$ cat src/rtl/alu_pkg.sv
// Shared encodings for the multicycle ALU: operation select codes and FSM states.
package alu_pkg;

  localparam logic [1:0] OP_ADD = 2'b00;
  localparam logic [1:0] OP_SUB = 2'b01;
  localparam logic [1:0] OP_MUL = 2'b10;
  localparam logic [1:0] OP_DIV = 2'b11;

  typedef enum logic [1:0] {
    IDLE = 2'd0,
    EXEC = 2'd1,
    DONE = 2'd2
  } state_t;

endpackage

$ cat src/rtl/mc_alu_iter.sv
// Iterative datapath: shift-add multiply or restoring divide, one bit per enabled step.
// acc holds {partial product | remainder, multiplier | quotient}; opnd holds b.
module mc_alu_iter #(
  parameter int W = 8
) (
  input  logic           clk,
  input  logic           reset,
  input  logic           load,
  input  logic           step,
  input  logic           mode_div,
  input  logic [W-1:0]   a,
  input  logic [W-1:0]   b,
  output logic [2*W-1:0] next_result
);

  logic [2*W-1:0] acc;
  logic [W-1:0]   opnd;
  logic [W:0]     mul_sum;
  logic [W:0]     div_diff;

  // next_result is the value acc takes after this step, so the top can capture
  // the final answer in the same cycle as the last iteration.
  always_comb begin
    mul_sum  = {1'b0, acc[2*W-1:W]} + (acc[0] ? {1'b0, opnd} : '0);
    div_diff = acc[2*W-1:W-1] - {1'b0, opnd};
    if (mode_div) begin
      if (div_diff[W])
        next_result = {acc[2*W-2:0], 1'b0};
      else
        next_result = {div_diff[W-1:0], acc[W-2:0], 1'b1};
    end else begin
      next_result = {mul_sum, acc[W-1:1]};
    end
  end

  always_ff @(posedge clk) begin
    if (reset) begin
      acc  <= '0;
      opnd <= '0;
    end else if (load) begin
      acc  <= {{W{1'b0}}, a};
      opnd <= b;
    end else if (step) begin
      acc  <= next_result;
    end
  end

endmodule

$ cat src/rtl/mc_alu.sv
// Multicycle unsigned ALU with valid/ready on request and result sides.
// Owns the FSM, handshakes, iteration counter, add/sub and the flags.
module mc_alu
  import alu_pkg::*;
#(
  parameter int W = 8
) (
  input  logic           clk,
  input  logic           reset,
  input  logic           in_valid,
  output logic           in_ready,
  input  logic [W-1:0]   a,
  input  logic [W-1:0]   b,
  input  logic [1:0]     op,
  output logic           out_valid,
  input  logic           out_ready,
  output logic [2*W-1:0] y,
  output logic           c,
  output logic           z
);

  localparam int CW = (W > 1) ? $clog2(W) : 1;

  state_t         state;
  logic [W-1:0]   a_reg;
  logic [W-1:0]   b_reg;
  logic [1:0]     op_reg;
  logic [CW-1:0]  cnt;
  logic [2*W-1:0] iter_next;
  logic [2*W-1:0] y_next;
  logic           c_next;
  logic           exec_last;
  logic           div_zero;
  logic           iter_load;
  logic           iter_step;

  assign in_ready  = (state == IDLE) && !reset;
  assign div_zero  = (b_reg == '0);
  assign iter_load = in_valid && in_ready;
  assign iter_step = (state == EXEC) &&
                     ((op_reg == OP_MUL) || ((op_reg == OP_DIV) && !div_zero));

  mc_alu_iter #(.W(W)) u_iter (
    .clk        (clk),
    .reset      (reset),
    .load       (iter_load),
    .step       (iter_step),
    .mode_div   (op_reg == OP_DIV),
    .a          (a),
    .b          (b),
    .next_result(iter_next)
  );

  // Result selection for the cycle that leaves EXEC; add, sub and divide-by-zero finish at once.
  always_comb begin
    y_next    = '0;
    c_next    = 1'b0;
    exec_last = 1'b1;
    case (op_reg)
      OP_ADD: {c_next, y_next[W-1:0]} = {1'b0, a_reg} + {1'b0, b_reg};
      OP_SUB: begin
        y_next[W-1:0] = a_reg - b_reg;
        c_next        = (a_reg < b_reg);
      end
      OP_MUL: begin
        y_next    = iter_next;
        exec_last = (cnt == '0);
      end
      default: begin
        if (div_zero) begin
          c_next = 1'b1;
        end else begin
          y_next    = iter_next;
          exec_last = (cnt == '0);
        end
      end
    endcase
  end

  always_ff @(posedge clk) begin
    if (reset) begin
      state     <= IDLE;
      a_reg     <= '0;
      b_reg     <= '0;
      op_reg    <= OP_ADD;
      cnt       <= '0;
      y         <= '0;
      c         <= 1'b0;
      z         <= 1'b0;
      out_valid <= 1'b0;
    end else begin
      case (state)
        IDLE: begin
          if (in_valid) begin
            a_reg  <= a;
            b_reg  <= b;
            op_reg <= op;
            cnt    <= CW'(W - 1);
            state  <= EXEC;
          end
        end
        EXEC: begin
          if (iter_step)
            cnt <= cnt - 1'b1;
          if (exec_last) begin
            y         <= y_next;
            c         <= c_next;
            z         <= (y_next == '0);
            out_valid <= 1'b1;
            state     <= DONE;
          end
        end
        DONE: begin
          if (out_ready) begin
            out_valid <= 1'b0;
            state     <= IDLE;
          end
        end
        default: state <= IDLE;
      endcase
    end
  end

endmodule

$ cat config.mk
export PLATFORM = sky130hd
export DESIGN_NAME = mc_alu
export DESIGN_NICKNAME = d
export VERILOG_FILES = /design/src/rtl/alu_pkg.sv /design/src/rtl/mc_alu_iter.sv /design/src/rtl/mc_alu.sv
export SDC_FILE = /design/constraint.sdc
export NUM_CORES = 1
export LEC_CHECK = 0
export BUFFER_PORTS_ARGS = -buffer_cell sky130_fd_sc_hd__buf_4
export CORE_ASPECT_RATIO = 0.9
export CORE_MARGIN = 1.5
export CORE_UTILIZATION = 55
export DETAILED_ROUTE_END_ITERATION = 16
export GPL_TIMING_DRIVEN = 0
export PLACE_DENSITY = 0.81
export SLEW_MARGIN = 5
export SYNTH_ARGS = -nofsm -noshare
export SYNTH_HDL_FRONTEND = slang
export SYNTH_SLANG_ARGS = --single-unit
$ cat constraint.sdc
create_clock -name clk -period 3.6 [get_ports clk]
set_clock_uncertainty 0.1 [all_clocks]
set_input_delay 0.36 -clock clk [delete_from_list [all_inputs] [get_ports clk]]
set_output_delay 0.36 -clock clk [all_outputs]
set_load 0.05 [all_outputs]
==> impl_results.md <==
* Hold path startpoint: op[0]
* Number of global-route vias before repair at 4119
* Clock tree root buffer cell: clkbuf_8
* Number of I/O pins at 42
* Antenna cells at 0
* Clock sink total at 66
* Initial Util at 0.5779
* Finish-stage setup viols at 0
* Worst R2R Setup Slack at 0.54 ns
* Hold Buf Count CTS at 0
* Synthesized area at 4425 µm²
* Initial antenna violation count at 0
* Req. time, crit path at 3.74 ns
* Startpoint types: flop
* CP max stage cell: fa_1
* Mapped Cells at 568
* Register bit total from synthesis at 66
* Hold Fails Final Rpt at 0
* Yosys top cell by area: dfxtp_1
* RR Endpoint: z$_SDFFE_PP0P_
* PostCTS Resize Cnt at 0
* NumNets Final at 679
* Starting DRT DRC Count at 419
* Number of max-cap violations at 0
* GRT overflow at 0
* Setup crit end: z$_SDFFE_PP0P_
* H-tree depth at 3
* Biggest regs: u_iter.acc (16), y (16)
* Router iterations before antenna repair at 5
* Syn Nets at 628
* Clk pin slew, worst setup/hold paths at 0.07 ns
* Count of cell types in the netlist at 63
* Setup CP Type: reg2reg
* Final Util at 0.6595
* Critical Path AT at 3.21 ns
* Post-DRT Antenna Nets at 0
* CTS tree: done
* Area grow syn2layout at 14.11%
* Avg Inst Size Synth at 7.791 µm²
* Origin of the worst setup path: u_iter.acc[0]$_SDFFE_PP0P_
* IO Port Bufs at 40
* Area fraction of the dominant cell type after synthesis at 0.2986
* Fin cells at 720
* Synth area leaders: dfxtp_1, ha_1, a21oi_1
* Row count at 30
* Max stage delay on crit path at 0.42 ns
* Wire per inst at 17.76 µm
* Critical Path Fanout Max at 10
* Die Span X at 97.56 µm
* Worst path cell trace: clkbuf_1, and2_1, ha_1, fa_1, a211o_1, o211ai_1, a21oi_1, xnor2_1, a22o_1, a21oi_2, o31ai_1, a31o_1
* Post-CTS Setup Inserts at 0
* Drt drc at 0
* Gp weighted congestion at 0.9659
* Post-DP HPWL at 9804 µm
* Pin count of the biggest net entering global routing at 13
* Crit-path leading delay family: compound AO/OA/AOI/OAI gates
* Setup TNS at 0 ns
* Tcrit/Tclk final at 0.8508
* Fin. max-slew vios at 0
* Worst r2r path cells at 12
* YS warnings at 0
* Commonest non-fill, non-tap cell in the layout: nand2_1
* Max_slew headroom at 0.5545
* Status: finished clean
* Unrepaired setup endpoints after global routing: false
* Most frequent cells in the layout: nand2_1, a21oi_1, dfxtp_1, nor2_1, buf_4
* DRT Wirelength at 12790 µm
* PD cells at 400.6 nW/µm²
* First-pass GRT wire length at 20590 µm
* Core Area at 7657 µm²
* Num CTS Buffers at 9
* LEAKAGE at 2.155 nW
* Die area at 8595 µm²
* Placed cell count at 704
* Crit path depth at 12
* Power, Total at 0.002023 W
* WHS at 0.1692 ns
* Fin crit period at 3.063 ns
* Async set or reset register ratio after synthesis at 0
* Skew-Pair Late Insertion Delay at 0.36 ns
* Max Freq at 326.5 MHz
* Critical Path End Type: flop
* Die H at 88.10 µm
* Via count at 4446
* GRT Total Usage at 0.3068
* Clock Tree Buf Depth at 2
* Top FF cell, synth: dfxtp_1
* Reg2reg start: u_iter.acc[0]$_SDFFE_PP0P_
* Register area share after synthesis at 0.2986
* CP Buf/Inv Count at 1
* Post-DR vias/cell at 6.175
* Fraction of layout instances using a drive strength above 1 at 0.1378
* Number of flops mapped to enable cells by yosys at 0
* Worst vdd ir at 290.8 µV
* Hold Crit Class: in2reg
* Worst-Margin Slew at 0.6651 ns
-- power by group --
| group | total (W) | internal (W) | switching, W | leakage [nW] |
|---|---|---|---|---|
| logic | 0.000551 | 0.000205 | 0.000346 | 1.52 |
| clock network | 0.000650 | 0.000338 | 0.000312 | 0.0945 |
| registers | 0.000822 | 0.000774 | 0.0000474 | 0.540 |
-- routing by layer --
| metal | vias up | GRT usage | share of wire |
|---|---|---|---|
| li1 | 2085 | - | - |
| met1 | 2063 | 0.4169 | 0.44 |
| met2 | 259 | 0.5051 | 0.44 |
| met3 | 39 | 0.04070 | 0.094 |
| met4 | 0 | 0.1117 | 0.025 |
| met5 | - | 0 | 0 |
-- cell type report --
cell class / instances / area (µm²)
tap: 96 / 120.1
clock inverter: 6 / 66.31
inverter: 35 / 131.4
buffer: 29 / 131.4
fill: 684 / 2608
clock buffer: 10 / 137.6
multi-input combinational: 438 / 2841
timing repair buffer: 40 / 300.3
sequential: 66 / 1321
-- cell families after synthesis --
family,Yosys count,share of synthesized area
AND/OR/NAND/NOR,200,0.2092
XOR/XNOR,15,0.02969
buffers and inverters,64,0.05937
AO/OA/AOI/OAI,167,0.2477
multiplexers,18,0.04128
adder cells (fa/ha/maj),38,0.1142
flip-flops,66,0.2986
-- worst min-delay path by stage --
stage | endpoint | cells after the start | slack [ns]
after floorplan | u_iter.opnd[1]$_SDFFE_PP0P_ | 2 | 0.34
after global placement | y[3]$_SDFFE_PP0P_ | 2 | 0.35
after detailed placement | y[13]$_SDFFE_PP0P_ | 2 | 0.36
after CTS | op_reg[0]$_SDFFE_PP0P_ | 3 | 0.16
after global routing | op_reg[0]$_SDFFE_PP0P_ | 3 | 0.17
final | op_reg[0]$_SDFFE_PP0P_ | 3 | 0.17
-- cell usage after synthesis, drive strengths merged, types with 2 or more instances --
cell,number
nand2,81
a21oi,77
dfxtp,66
nor2,61
ha,34
inv,34
o21ai,27
clkbuf,20
mux2i,16
a211oi,12
nor3,12
and2,9
buf,9
xnor2,9
nand2b,8
nand3,7
xor2,6
a31oi,5
o211ai,5
o21bai,5
a21o,4
fa,4
nor2b,4
nor4,4
o21a,4
a221oi,3
a22oi,3
nand3b,3
o2111ai,3
a2111oi,2
a22o,2
a41o,2
mux2,2
nor3b,2
o221ai,2
o31a,2
o31ai,2
or2,2
or3,2
-- worst register-to-register path: cells and delay by family, from the launching register on --
kind / cells / cell delay, ns
and+or+nand+nor: 1 / 0.20
adders and majority gates: 2 / 0.62
buffers and inverters: 1 / 0.21
xor gates and xnor gates: 1 / 0.14
AOI/OAI and AO/OA: 7 / 1.36
DFF: 1 / 0.33
-- stage by stage --
step	cell area [µm²]	setup slack, ns
6_report	5050	0.5370
5_1_grt	5050	0.3500
4_1_cts	5050	0.5820
3_5_place_dp	4846	0.6248
3_3_place_gp	4846	0.6252
2_1_floorplan	4425	0.9618
(Power assumes the default switching activity.)
